### src/rtl/snax_csr_pkg.sv
// Shared constants and address-decode helpers for the SNAX CSR responder.
package snax_csr_pkg;

  localparam int unsigned CsrDataWidth = 32;
  localparam int unsigned CsrAddrWidth = 32;

  // True when addr falls strictly below bound (0-based CSR index).
  function automatic logic addr_below(input logic [CsrAddrWidth-1:0] addr,
                                      input int unsigned bound);
    return addr < CsrAddrWidth'(bound);
  endfunction

endpackage

### src/rtl/snax_csr_responder_if.sv
// CSR request/response bus between the host-side master and the responder.
interface snax_csr_responder_if;
  import snax_csr_pkg::*;

  logic [CsrDataWidth-1:0] csr_req_data_i;
  logic [CsrAddrWidth-1:0] csr_req_addr_i;
  logic                    csr_req_write_i;
  logic                    csr_req_valid_i;
  logic                    csr_req_ready_o;
  logic [CsrDataWidth-1:0] csr_rsp_data_o;
  logic                    csr_rsp_valid_o;
  logic                    csr_rsp_ready_i;

  modport slave (
    input  csr_req_data_i, csr_req_addr_i, csr_req_write_i, csr_req_valid_i,
    input  csr_rsp_ready_i,
    output csr_req_ready_o, csr_rsp_data_o, csr_rsp_valid_o
  );

  modport master (
    output csr_req_data_i, csr_req_addr_i, csr_req_write_i, csr_req_valid_i,
    output csr_rsp_ready_i,
    input  csr_req_ready_o, csr_rsp_data_o, csr_rsp_valid_o
  );
endinterface

### src/rtl/snax_csr_rsp_reg.sv
// One-entry valid/ready register holding the read response; it can accept a
// new entry in the same cycle the current one drains, so there is no bubble.
module snax_csr_rsp_reg
  import snax_csr_pkg::*;
(
  input  logic                    clk_i,
  input  logic                    rst_ni,
  input  logic                    in_valid_i,
  output logic                    in_ready_o,
  input  logic [CsrDataWidth-1:0] in_data_i,
  output logic                    out_valid_o,
  input  logic                    out_ready_i,
  output logic [CsrDataWidth-1:0] out_data_o
);

  logic                    valid_q;
  logic [CsrDataWidth-1:0] data_q;

  assign in_ready_o  = !valid_q || out_ready_i;
  assign out_valid_o = valid_q;
  assign out_data_o  = data_q;

  // Load on accept, clear on drain, otherwise hold valid and data stable.
  always_ff @(posedge clk_i or negedge rst_ni) begin
    if (!rst_ni) begin
      valid_q <= 1'b0;
      data_q  <= '0;
    end else if (in_valid_i && in_ready_o) begin
      valid_q <= 1'b1;
      data_q  <= in_data_i;
    end else if (out_ready_i) begin
      valid_q <= 1'b0;
    end
  end

endmodule

### src/rtl/snax_csr_responder.sv
// CSR responder: config/control RW register file, RO status window, start
// pulse generation and a registered read response.
module snax_csr_responder
  import snax_csr_pkg::*;
#(
  parameter int unsigned NumRwCsr = 8,
  parameter int unsigned NumRoCsr = 2
) (
  input  logic                                   clk_i,
  input  logic                                   rst_ni,
  snax_csr_responder_if.slave                    csr,
  output logic [NumRwCsr-1:0][CsrDataWidth-1:0]  csr_rw_o,
  input  logic [NumRoCsr-1:0][CsrDataWidth-1:0]  csr_ro_i,
  output logic                                   acc_start_o,
  input  logic                                   acc_busy_i
);

  localparam logic [CsrAddrWidth-1:0] CtrlAddr = CsrAddrWidth'(NumRwCsr - 1);

  logic [NumRwCsr-1:0][CsrDataWidth-1:0] csr_rw_q;
  logic                                  start_q;
  logic                                  addr_is_rw;
  logic                                  req_ready;
  logic                                  rsp_in_ready;
  logic                                  rd_hs;
  logic                                  wr_hs;
  logic [CsrDataWidth-1:0]               rd_data;
  logic                                  rsp_valid;
  logic [CsrDataWidth-1:0]               rsp_data;

  assign addr_is_rw = addr_below(csr.csr_req_addr_i, NumRwCsr);

  // Reads need a free response slot; RW writes stall while the accelerator runs.
  always_comb begin
    req_ready = 1'b0;
    if (rst_ni) begin
      if (csr.csr_req_write_i) req_ready = !(acc_busy_i && addr_is_rw);
      else                     req_ready = rsp_in_ready;
    end
  end

  assign rd_hs = csr.csr_req_valid_i && req_ready && !csr.csr_req_write_i;
  assign wr_hs = csr.csr_req_valid_i && req_ready &&  csr.csr_req_write_i;

  // Read mux over RW and RO windows; anything else reads as zero.
  always_comb begin
    rd_data = '0;
    for (int unsigned i = 0; i < NumRwCsr; i++) begin
      if (csr.csr_req_addr_i == CsrAddrWidth'(i)) rd_data = csr_rw_q[i];
    end
    for (int unsigned j = 0; j < NumRoCsr; j++) begin
      if (csr.csr_req_addr_i == CsrAddrWidth'(NumRwCsr + j)) rd_data = csr_ro_i[j];
    end
  end

  // Register file writes; control bit0 is a self-clearing start request.
  always_ff @(posedge clk_i or negedge rst_ni) begin
    if (!rst_ni) begin
      csr_rw_q <= '0;
      start_q  <= 1'b0;
    end else begin
      start_q <= 1'b0;
      if (wr_hs) begin
        for (int unsigned i = 0; i < NumRwCsr - 1; i++) begin
          if (csr.csr_req_addr_i == CsrAddrWidth'(i)) csr_rw_q[i] <= csr.csr_req_data_i;
        end
        if (csr.csr_req_addr_i == CtrlAddr) begin
          csr_rw_q[NumRwCsr-1] <= {csr.csr_req_data_i[CsrDataWidth-1:1], 1'b0};
          start_q              <= csr.csr_req_data_i[0];
        end
      end
    end
  end

  snax_csr_rsp_reg i_rsp_reg (
    .clk_i       (clk_i),
    .rst_ni      (rst_ni),
    .in_valid_i  (rd_hs),
    .in_ready_o  (rsp_in_ready),
    .in_data_i   (rd_data),
    .out_valid_o (rsp_valid),
    .out_ready_i (csr.csr_rsp_ready_i),
    .out_data_o  (rsp_data)
  );

  assign csr.csr_req_ready_o = req_ready;
  assign csr.csr_rsp_valid_o = rsp_valid;
  assign csr.csr_rsp_data_o  = rsp_data;
  assign csr_rw_o            = csr_rw_q;
  assign acc_start_o         = start_q;

endmodule

### src/flat_wrapper.sv
// flat-port wrapper written by rule: the top's interface ports become plain ports
module snax_csr_responder_flat import snax_csr_pkg::*;
#(
  parameter int unsigned NumRwCsr = 8,
  parameter int unsigned NumRoCsr = 2
)
  (clk_i, rst_ni, csr_rw_o, csr_ro_i, acc_start_o, acc_busy_i, csr_csr_req_data_i, csr_csr_req_addr_i, csr_csr_req_write_i, csr_csr_req_valid_i, csr_csr_rsp_ready_i, csr_csr_req_ready_o, csr_csr_rsp_data_o, csr_csr_rsp_valid_o);
  snax_csr_responder_if csr_i ();
  input  logic clk_i;
  input  logic rst_ni;
  output logic [NumRwCsr-1:0][CsrDataWidth-1:0] csr_rw_o;
  input  logic [NumRoCsr-1:0][CsrDataWidth-1:0] csr_ro_i;
  output logic acc_start_o;
  input  logic acc_busy_i;
  input wire logic [$bits(csr_i.csr_req_data_i)-1:0] csr_csr_req_data_i;
  input wire logic [$bits(csr_i.csr_req_addr_i)-1:0] csr_csr_req_addr_i;
  input wire logic [$bits(csr_i.csr_req_write_i)-1:0] csr_csr_req_write_i;
  input wire logic [$bits(csr_i.csr_req_valid_i)-1:0] csr_csr_req_valid_i;
  input wire logic [$bits(csr_i.csr_rsp_ready_i)-1:0] csr_csr_rsp_ready_i;
  output wire logic [$bits(csr_i.csr_req_ready_o)-1:0] csr_csr_req_ready_o;
  output wire logic [$bits(csr_i.csr_rsp_data_o)-1:0] csr_csr_rsp_data_o;
  output wire logic [$bits(csr_i.csr_rsp_valid_o)-1:0] csr_csr_rsp_valid_o;
  assign csr_i.csr_req_data_i = csr_csr_req_data_i;
  assign csr_i.csr_req_addr_i = csr_csr_req_addr_i;
  assign csr_i.csr_req_write_i = csr_csr_req_write_i;
  assign csr_i.csr_req_valid_i = csr_csr_req_valid_i;
  assign csr_i.csr_rsp_ready_i = csr_csr_rsp_ready_i;
  assign csr_csr_req_ready_o = csr_i.csr_req_ready_o;
  assign csr_csr_rsp_data_o = csr_i.csr_rsp_data_o;
  assign csr_csr_rsp_valid_o = csr_i.csr_rsp_valid_o;
  snax_csr_responder #(.NumRwCsr(NumRwCsr), .NumRoCsr(NumRoCsr)) u_core (.clk_i(clk_i), .rst_ni(rst_ni), .csr(csr_i), .csr_rw_o(csr_rw_o), .csr_ro_i(csr_ro_i), .acc_start_o(acc_start_o), .acc_busy_i(acc_busy_i));
endmodule
### config.mk
export PLATFORM = sky130hd
export DESIGN_NAME = snax_csr_responder_flat
export DESIGN_NICKNAME = d
export VERILOG_FILES = /design/src/rtl/snax_csr_pkg.sv /design/src/rtl/snax_csr_responder_if.sv /design/src/rtl/snax_csr_rsp_reg.sv /design/src/rtl/snax_csr_responder.sv /design/src/flat_wrapper.sv
export SDC_FILE = /design/constraint.sdc
export NUM_CORES = 1
export LEC_CHECK = 0
export ABC_AREA = 0
export CAP_MARGIN = 0
export CELL_PAD_IN_SITES_DETAIL_PLACEMENT = 0
export CELL_PAD_IN_SITES_GLOBAL_PLACEMENT = 1
export CORE_MARGIN = 2
export CORE_UTILIZATION = 37
export DETAILED_ROUTE_END_ITERATION = 7
export PLACE_DENSITY = 0.85
export SLEW_MARGIN = 10
export SYNTH_ARGS = -nofsm -noshare
export SYNTH_HDL_FRONTEND = slang
export SYNTH_SLANG_ARGS = --single-unit
### constraint.sdc
create_clock -name clk_i -period 2.1 [get_ports clk_i]
set_input_delay 0.42 -clock clk_i [delete_from_list [all_inputs] [get_ports clk_i]]
set_output_delay 0.42 -clock clk_i [all_outputs]
set_load 0.05 [all_outputs]
Word-level counts from Yosys, hierarchy flattened:

Cells that the tools add are included.

* memory bits (read-only): 0
* memory bits (writable): 0
* memories kept: 0
* bits in latches: 0
* bits in registers: 289
* input port bits: 134

* order comparisons: 1
* muxes and demuxes: 16
* shift operators: 0
* bitwise operators: 0
* equality and inequality tests: 9
* reduce and logical (&&, ||, !) cells: 19
* divide/modulo/power cells: 0
* $mul: 0
* add/subtract/negate cells: 0

Operator list (count)
* two-way mux 32 bit: 10
* == test 32 x 3 -> 1 bit (second input constant): 4
* == test 32 x 2 -> 1 bit (second input constant): 2
* == test 32 x 4 -> 1 bit (second input constant): 2
* == test 32 x 1 -> 1 bit (second input constant): 1
* zero test 32 bit: 1
* less-than comparator 32 x 4 -> 1 bit (second input constant): 1
* AND reduction 2 bit: 8
* two-way mux 1 bit: 6
* logical AND 1 bit: 5
* zero test 1 bit: 3
* nonzero test 2 bit: 1
* logical OR 1 bit: 1

Longest topological paths before layout:

Gate-level depths: netlist of the first run.

* depth in word-level cells: 11
* depth in mapped cells: 8
* gate-level depth less buffers: 5

Hierarchy:

A second synthesis of the first run with hierarchy kept.

* cell total of the unflattened synthesis: 1045
* area total of the unflattened synthesis: 14020.9 um^2

Modules (own cells, without submodules)
* snax_csr_responder: area each 12629.6 um^2, cells each 974, times used 1
* snax_csr_rsp_reg: area each 1391.3 um^2, cells each 71, times used 1

Worst setup path before layout of the first run:

Ideal clock, no wire load.

* path type: input port to output port
* from: input csr_csr_req_addr_i[7]
* to: output csr_csr_req_ready_o
* stages on the path: 5
* required time: 1.680 ns
* arrival time: 1.907 ns
* path slack: -0.227 ns
* buffers on the path: 1
* cell sequence: nor4_1 -> nand4_1 -> nor2_1 -> clkbuf_1 -> a41oi_1

* longest elaborated chain between the ends: 5

RTL lines
* start, declared: RTL line flat_wrapper.sv:16 `input wire logic [$bits(csr_i.csr_req_addr_i)-1:0] csr_csr_req_addr_i;`
* less-than comparator 32 x 4 -> 1 bit: RTL line snax_csr_pkg.sv:10 `return addr < CsrAddrWidth'(bound);`
* logical AND 1 bit: RTL line snax_csr_responder.sv:37 `if (csr.csr_req_write_i) req_ready = !(acc_busy_i && addr_is_rw);`
* zero test 1 bit: RTL line snax_csr_responder.sv:37
* two-way mux 1 bit: RTL line snax_csr_responder.sv:37
* two-way mux 1 bit: RTL line snax_csr_responder.sv:36 `if (rst_ni) begin`
* end, declared: RTL line flat_wrapper.sv:20 `output wire logic [$bits(csr_i.csr_req_ready_o)-1:0] csr_csr_req_ready_o;`

No other way between the ends.

Final worst setup path of the first run:

* from: input csr_csr_req_addr_i[30]
* to: register u_core.csr_rw_q, in the netlist u_core.csr_rw_o[128]

* longest elaborated chain between the ends: 8

RTL lines
* less-than comparator 32 x 4 -> 1 bit: RTL line snax_csr_pkg.sv:10
* logical AND 1 bit: RTL line snax_csr_responder.sv:37
* zero test 1 bit: RTL line snax_csr_responder.sv:37
* two-way mux 1 bit: RTL line snax_csr_responder.sv:37
* two-way mux 1 bit: RTL line snax_csr_responder.sv:36
* logical AND 1 bit (2 in series): RTL line snax_csr_responder.sv:43 `assign wr_hs = csr.csr_req_valid_i && req_ready && csr.csr_req_write_i;`
* AND reduction 2 bit (no line) *
* end signal, assigned by index: RTL line snax_csr_responder.sv:65 `if (csr.csr_req_addr_i == CsrAddrWidth'(i)) csr_rw_q[i] <= csr.csr_req_data_i;`
* end signal, assigned by index: RTL line snax_csr_responder.sv:68 `csr_rw_q[NumRwCsr-1] <= {csr.csr_req_data_i[CsrDataWidth-1:1], 1'b0};`
* end, declared: RTL line snax_csr_responder.sv:20 `logic [NumRwCsr-1:0][CsrDataWidth-1:0] csr_rw_q;`

Every way passes the cells marked *; elsewhere a longest branch is shown, timed or not.
A chain may end at the register's enable or synchronous reset.

==> results of run 1 <==
[through the flow]
| stage | instances | cell area, µm² | hold WS [ps] | total power, mW | setup TNS, ps |
|---|---|---|---|---|---|
| 2_1_floorplan | 1137 | 13900 | 124 | 6.05 | -9.31 |
| 3_3_place_gp | 2018 | 19300 | 463 | 6.79 | -170940 |
| 3_5_place_dp | 2018 | 19300 | 471 | 6.80 | -167990 |
| 4_1_cts | 2095 | 20500 | 12.3 | 12.8 | -5.05 |
| 5_1_grt | 2094 | 20500 | 34.9 | 13.2 | -121 |
| 6_report | 2095 | 20500 | -12.7 | 12.7 | 0 |
[area by class of cell]
class	count	area [µm²]	area share, %
Sequential cell	289	7230	35.3
Multi-Input combinational cell	747	6460	31.5
Clock buffer	51	1010	4.91
Tap cell	468	586	2.86
Clock inverter	9	128	0.623
Antenna cell	1	2.50	0.0122
Inverter	3	11.3	0.0549
Timing Repair Buffer	527	5070	24.7
[report_power, final]
group	leakage (nW)	switching, mW	internal (mW)
clock network	0.559	2.36	3.68
registers	4.04	0.000798	5.57
logic	6.31	0.647	0.474
total	10.9	3.01	9.73
[flip-flops by register name, summed over array words and instances (netlist names)]
register / cells
u_core.i_rsp_reg.out_data_o: 32
u_core.csr_rw_o: 255
u_core.acc_start_o: 1
u_core.i_rsp_reg.out_valid_o: 1
[kinds of logic after synthesis]
logic type,count (synthesis)
AO/OA/AOI/OAI,268
AND/OR/NAND/NOR,192
buffers and inverters,101
flip-flops,289
multiplexers,286
other,1
[per-layer routing]
layer | vias up | global-route usage, % | wire (µm)
met3 | 110 | 5.96 | 4130
met5 | - | 0 | 0
met2 | 527 | 47.4 | 27000
met4 | 0 | 11.1 | 2140
li1 | 5221 | - | -
met1 | 6056 | 35.2 | 22000
[worst paths after layout]
path,start,end
min in group clk_i,u_core.i_rsp_reg.out_data_o[25]$_DFFE_PN0P_,u_core.i_rsp_reg.out_data_o[25]$_DFFE_PN0P_
setup / recovery,csr_csr_req_addr_i[30],u_core.csr_rw_o[128]$_DFFE_PN0P_
hold reg to reg,u_core.i_rsp_reg.out_data_o[25]$_DFFE_PN0P_,u_core.i_rsp_reg.out_data_o[25]$_DFFE_PN0P_
max in group asynchronous,rst_ni,u_core.csr_rw_o[48]$_DFFE_PN0P_
hold / removal,rst_ni,u_core.csr_rw_o[62]$_DFFE_PN0P_
setup reg to reg,u_core.csr_rw_o[199]$_DFFE_PN0P_,u_core.i_rsp_reg.out_data_o[7]$_DFFE_PN0P_
[placed cells by master (no fill, tap or decap), types with 6 or more instances in the layout]
cell type	synthesis	final
a211o_1	9	9
a211oi_1	13	13
a21oi_1	35	35
a221o_1	21	21
a22o_1	21	21
a31oi_1	22	22
buf_12	0	33
buf_2	18	13
buf_4	7	92
buf_6	0	12
clkbuf_1	65	9
clkbuf_16	0	35
clkbuf_2	0	7
clkbuf_8	0	7
clkdlybuf4s15_1	0	6
clkdlybuf4s50_1	0	100
dfrtp_1	289	289
dlygate4sd2_1	0	253
dlymetal6s2s_1	0	6
mux2_1	6	6
mux2_2	270	244
mux2_4	0	26
mux2i_1	10	10
nand2_1	58	55
nand2b_1	44	43
nor3b_1	22	22
nor4_1	16	9
o21ai_0	55	54
o221ai_1	10	10
o22a_1	22	22
o22ai_1	32	32
o31ai_1	22	22
or3_1	9	9
or3b_2	10	10
[timing repair]
action,CTS,global route
gates resized for setup,351,37
setup buffers,12,1
gates cloned,5,0
pin swaps,14,9
hold buffers,0,0
setup endpoints to repair,500,76
==> results by group, run 1 <==
Power
  – Max VDD drop: 0.452 mV
  – Standby leakage power: 10.9 nW
  – Power density over the cells: 621 mW/mm²

Global routing
  – Global-route wire length before repair: 81.0 mm
  – Overall fraction of global-route tracks in use: 28.1%
  – Number of global-route vias before repair: 12300
  – Antenna violations before repair: 0
  – Final global-route overflow total: 0
  – Maximum number of pins on one net before global-route repair: 105

Floorplan
  – Number of primary I/O pins: 425
  – Number of placement rows: 70
  – Total die area: 0.0390 mm²
  – Die W: 198 µm
  – CORE AREA: 0.0368 mm²
  – Die height: 198 µm
  – Starting density of the core: 37.7%

STA
  – Final worst path period share: 97.4%
  – Post-route worst hold slack: -12.7 ps
  – Maximum frequency from static timing analysis: 0.489 GHz
  – Final Critical Period: 2040 ps
  – Transition time of the tightest slew-check pin: 702 ps
  – Number of hold violations in the final report: 7
  – Number of max-slew violations in the final report: 0
  – Worst setup skew after layout: 19.4 ps
  – Slew headroom: 53.2%
  – Slack of the critical path: 55.5 ps
  – Final setup viols: 0

Critical path
  – Stages on worst setup path: 10
  – Nature of the critical path startpoint: input pin
  – Arrival time of data at the critical path endpoint: 2450 ps
  – Type of the worst setup path: input pin to flop
  – Max Fanout on Critical Path: 5
  – Worst R2R Path Depth: 5
  – Cell with the most instances on the worst path: buf_6
  – Count of buffering cells on the critical path with inverters included: 5
  – Slowest cell delay on critical path: 300 ps
  – Required time of the worst setup path: 2500 ps
  – Crit-path leading delay family: simple AND/OR/NAND/NOR gates
  – Slowest stage cell, crit path: mux2_4
  – Type of element capturing the critical path: flop
  – Cell-by-cell trace of the critical path: clkdlybuf4s15_1 > nor4_2 > nand4_1 > buf_6 > or2_4 > buf_6 > nor3_4 > buf_6 > buf_12 > mux2_4
  – Reg-to-reg slack, setup: 460 ps

Drt
  – Violation count after the first detailed-route iteration: 756
  – Post-DRT Antenna Nets: 0
  – DR vias: 11900
  – Via/cell ratio: 5.69
  – TritonRoute pass-1 iters: 7
  – Mean routed wirelength per cell: 26.4 µm
  – DRC violations left: 0
  – Routed wire length: 55.3 mm

Synthesis
  – Warnings, synthesis: 0
  – Area share of xor/xnor cells in the synthesized design: 0%
  – Mean post-synth cell area: 12.2 µm²
  – Area share of fa/ha/maj cells after synthesis: 0%
  – Fraction of synthesized area in multiplexers: 23.2%
  – Largest family of logic cells by synthesized area: multiplexers
  – Simple-gate area share of the yosys netlist: 8.17%
  – Async SR Flop Fraction: 100%
  – Number of enable flip-flop cells after synthesis: 0
  – Post-synthesis cell type with the largest combined area: dfrtp_1
  – Most common cell in the netlist: dfrtp_1
  – Syn_nets: 1271
  – Compound-cell area share of the yosys netlist: 13.4%
  – Top post-synthesis cells by count: dfrtp_1, mux2_2, clkbuf_1
  – Cell area after synthesis: 0.0139 mm²
  – Distinct cell type count after synthesis: 47
  – Dominant cells by area after synthesis: dfrtp_1, mux2_2, nand2b_1
  – Post-synthesis cell count: 1137
  – FF+latch count, synth: 289
  – Sequential fraction of the synthesis area: 52.2%
  – Share of Yosys cell area claimed by the top area cell type: 52.2%
  – Most frequently used flop master after synthesis: dfrtp_1

Clocking
  – TritonCTS clock tree: built
  – Number of clock sinks: 289
  – Master cell of the clock root buffer: clkbuf_16
  – # H-tree levels: 2
  – Clock latency reported for the late side of the worst-skew pair: 530 ps
  – CTS clk-pin slew, worst paths: 60 ps
  – Total clock buffers created by CTS: 34
  – Maximum root-to-sink buffer count: 3

Min path
  – Worst hold path type: input pin to async pin

Finish
  – Share of post-route cells with drive strength above 1: 32.0%
  – Fill cell count: 3252
  – Relative area change from synthesis to final layout: 47.9%
  – End-of-flow core utilization: 55.7%
  – Net count of the finished layout: 1736

Place
  – GP Congestion: 0.821
  – DP Worst Slack: -732 ps
  – HPWL reported at the end of detailed placement: 37.7 mm
  – Port bufs: 423

Run
  – Max-capacitance violation count: 0

Run status
  – Violations in the final reports: negative hold slack
  – Outcome: finished with violations
(Power assumes the default switching activity.)
==> inputs of run 2 (changes only) <==
- HOLD_SLACK_MARGIN: default -> 0.15
- MAX_ROUTING_LAYER: default -> met4
==> run 2 against run 1 <==
Critical endpoint is now u_core.csr_rw_o[156]$_DFFE_PN0P_; maximum frequency is 0.12% lower; the run now ends clean; sequential power about the same; clock skew about the same; routed wire length down 0.12%.
==> results by group, run 2 (same netlist as run 1, synthesis figures left out) <==
Run status
  – Outcome: finished, final reports clean (was finished with violations)

Floorplan
  – Number of placement rows: 70 (unchanged)
  – Die height: 198 µm (unchanged)
  – Die W: 198 µm (unchanged)
  – Total die area: 0.0390 mm² (unchanged)
  – Number of primary I/O pins: 425 (unchanged)
  – CORE AREA: 0.0368 mm² (unchanged)
  – Starting density of the core: 37.7% (unchanged)

Place
  – DP Worst Slack: -732 ps (unchanged)
  – Total cell area at the placement stage: 0.0193 mm² (unchanged)
  – HPWL reported at the end of detailed placement: 37.7 mm (unchanged)
  – Port bufs: 423 (unchanged)
  – GP Congestion: 0.833 (was 0.821)

Drt
  – DR vias: 11900 (about the same)
  – TritonRoute pass-1 iters: 7 (unchanged)
  – Mean routed wirelength per cell: 26.4 µm (about the same)
  – Routed wire length: 55.2 mm (was 55.3 mm)
  – Via/cell ratio: 5.65 (was 5.69)
  – DRC violations left: 0 (unchanged)
  – Violation count after the first detailed-route iteration: 719 (was 756)
  – Post-DRT Antenna Nets: 0 (unchanged)

Finish
  – Relative area change from synthesis to final layout: 48.0% (was 47.9%)
  – Total non-filler cell area in the finished layout: 0.0205 mm² (about the same)
  – Commonest non-fill, non-tap cell in the layout: dfrtp_1 (unchanged)
  – Net count of the finished layout: 1737 (was 1736)
  – Share of post-route cells with drive strength above 1: 32.0% (about the same)
  – Number of flip-flops in the largest register: 255 (unchanged)
  – Highest-count cells in the layout ignoring fill and taps: dfrtp_1, dlygate4sd2_1, mux2_2 (unchanged)

Clocking
  – # H-tree levels: 2 (unchanged)
  – TritonCTS clock tree: built (unchanged)
  – CTS clk-pin slew, worst paths: 60 ps (about the same)
  – Clock latency reported for the late side of the worst-skew pair: 520 ps (was 530 ps)
  – Master cell of the clock root buffer: clkbuf_16 (unchanged)
  – Total clock buffers created by CTS: 34 (unchanged)
  – Maximum root-to-sink buffer count: 3 (unchanged)
  – Number of clock sinks: 289 (unchanged)

STA
  – Total negative setup slack: 0 ps (unchanged)
  – Post-route worst hold slack: 473 ps (was -12.7 ps)
  – Final worst path period share: 97.5% (was 97.4%)
  – Final Critical Period: 2050 ps (was 2040 ps)
  – Final setup viols: 0 (unchanged)
  – Slew headroom: 53.3% (was 53.2%)
  – Maximum frequency from static timing analysis: 0.489 GHz (about the same)
  – Worst setup skew after layout: 19.9 ps (was 19.4 ps)
  – Transition time of the tightest slew-check pin: 701 ps (was 702 ps)
  – Slack of the critical path: 53.1 ps (was 55.5 ps)
  – Number of max-slew violations in the final report: 0 (unchanged)
  – Number of hold violations in the final report: 0 (was 7)

Global routing
  – Global-route wire length before repair: 81.0 mm (about the same)
  – Maximum number of pins on one net before global-route repair: 105 (unchanged)
  – Overall fraction of global-route tracks in use: 29.0% (was 28.1%)
  – Final global-route overflow total: 0 (unchanged)
  – Antenna violations before repair: 0 (unchanged)
  – Number of global-route vias before repair: 12300 (about the same)

Power
  – Standby leakage power: 10.9 nW (about the same)
  – Max VDD drop: 0.448 mV (was 0.452 mV)
  – Total power: 12.7 mW (about the same)
  – Power density over the cells: 621 mW/mm² (about the same)

Critical path
  – Type of element capturing the critical path: flop (unchanged)
  – Arrival time of data at the critical path endpoint: 2440 ps (was 2450 ps)
  – Nature of the critical path startpoint: input pin (unchanged)
  – Max Fanout on Critical Path: 13 (was 5)
  – Type of the worst setup path: input pin to flop (unchanged)
  – Required time of the worst setup path: 2490 ps (was 2500 ps)
  – Reg-to-reg slack, setup: 470 ps (was 460 ps)

Run
  – Max-capacitance violation count: 0 (unchanged)

Min path
  – Worst hold path type: flop to flop (was input pin to async pin)
[run 2: cell count changes in the layout (fill, tap and decap cells not counted), sizes merged]
| cell | previous run | this run |
|---|---|---|
| dlygate4sd3 | 0 | 1 |
[run 2: what timing repair did]
action | in CTS | in global routing
endpoints found under the hold margin | 100 | 0
cloned | 5 | 0
pin swaps | 14 | 9
endpoints found under the setup margin | 500 | 76
setup buffers | 12 | 1
hold buffers | 1 | 0
gates resized for setup | 351 | 37
[run 2: per-layer routing]
metal	routed length [µm]	share of wire (%)	GRT usage [%]
met5	0	0	-
met4	2230	4.0	11.1
met3	4010	7.3	5.99
met2	26800	49	47.3
met1	22200	40	35.4
[run 2: layout make-up]
| type | instances | area [µm²] |
|---|---|---|
| well taps | 468 | 586 |
| clock inverters | 9 | 128 |
| repair buffers | 528 | 5080 |
| flip-flops and latches | 289 | 7230 |
| inverters | 3 | 11.3 |
| multi-input cells | 747 | 6460 |
| fillers | 3251 | 16300 |
| clock buffers | 51 | 1010 |
| diodes | 1 | 2.50 |
[run 2: final timing paths]
kind	startpoint	to	depth (start not counted)
worst max-delay path	csr_csr_req_addr_i[30]	u_core.csr_rw_o[156]$_DFFE_PN0P_	10
worst min-delay path	u_core.i_rsp_reg.out_data_o[25]$_DFFE_PN0P_	u_core.i_rsp_reg.out_data_o[25]$_DFFE_PN0P_	2
worst max register to register	u_core.csr_rw_o[199]$_DFFE_PN0P_	u_core.i_rsp_reg.out_data_o[7]$_DFFE_PN0P_	5
worst min register to register	u_core.i_rsp_reg.out_data_o[25]$_DFFE_PN0P_	u_core.i_rsp_reg.out_data_o[25]$_DFFE_PN0P_	2
max in group asynchronous	rst_ni	u_core.csr_rw_o[55]$_DFFE_PN0P_	4
min in group asynchronous	rst_ni	u_core.csr_rw_o[62]$_DFFE_PN0P_	3
[run 2: through the flow]
| stage | util, % | instances |
|---|---|---|
| final | 55.7 | 2096 |
| after global routing | 55.7 | 2095 |
| after global placement | 52.5 | 2018 |
| after detailed placement | 52.5 | 2018 |
| after floorplan | - | 1137 |
| after CTS | 55.6 | 2096 |
[run 2: critical path: stages]
cell             delay [ps]
clkdlybuf4s15_1         180
nor4_2                  220
nand4_1                 190
buf_6                   170
or2_4                   250
buf_6                   120
nor3_4                  250
buf_6                   140
buf_12                  140
mux2_2                  350
[run 2: power by group]
group | internal [mW] | switching (mW)
Sequential | 5.57 | 0.000830
Clock | 3.68 | 2.35
Combinational | 0.475 | 0.647
Total | 9.73 | 3.00
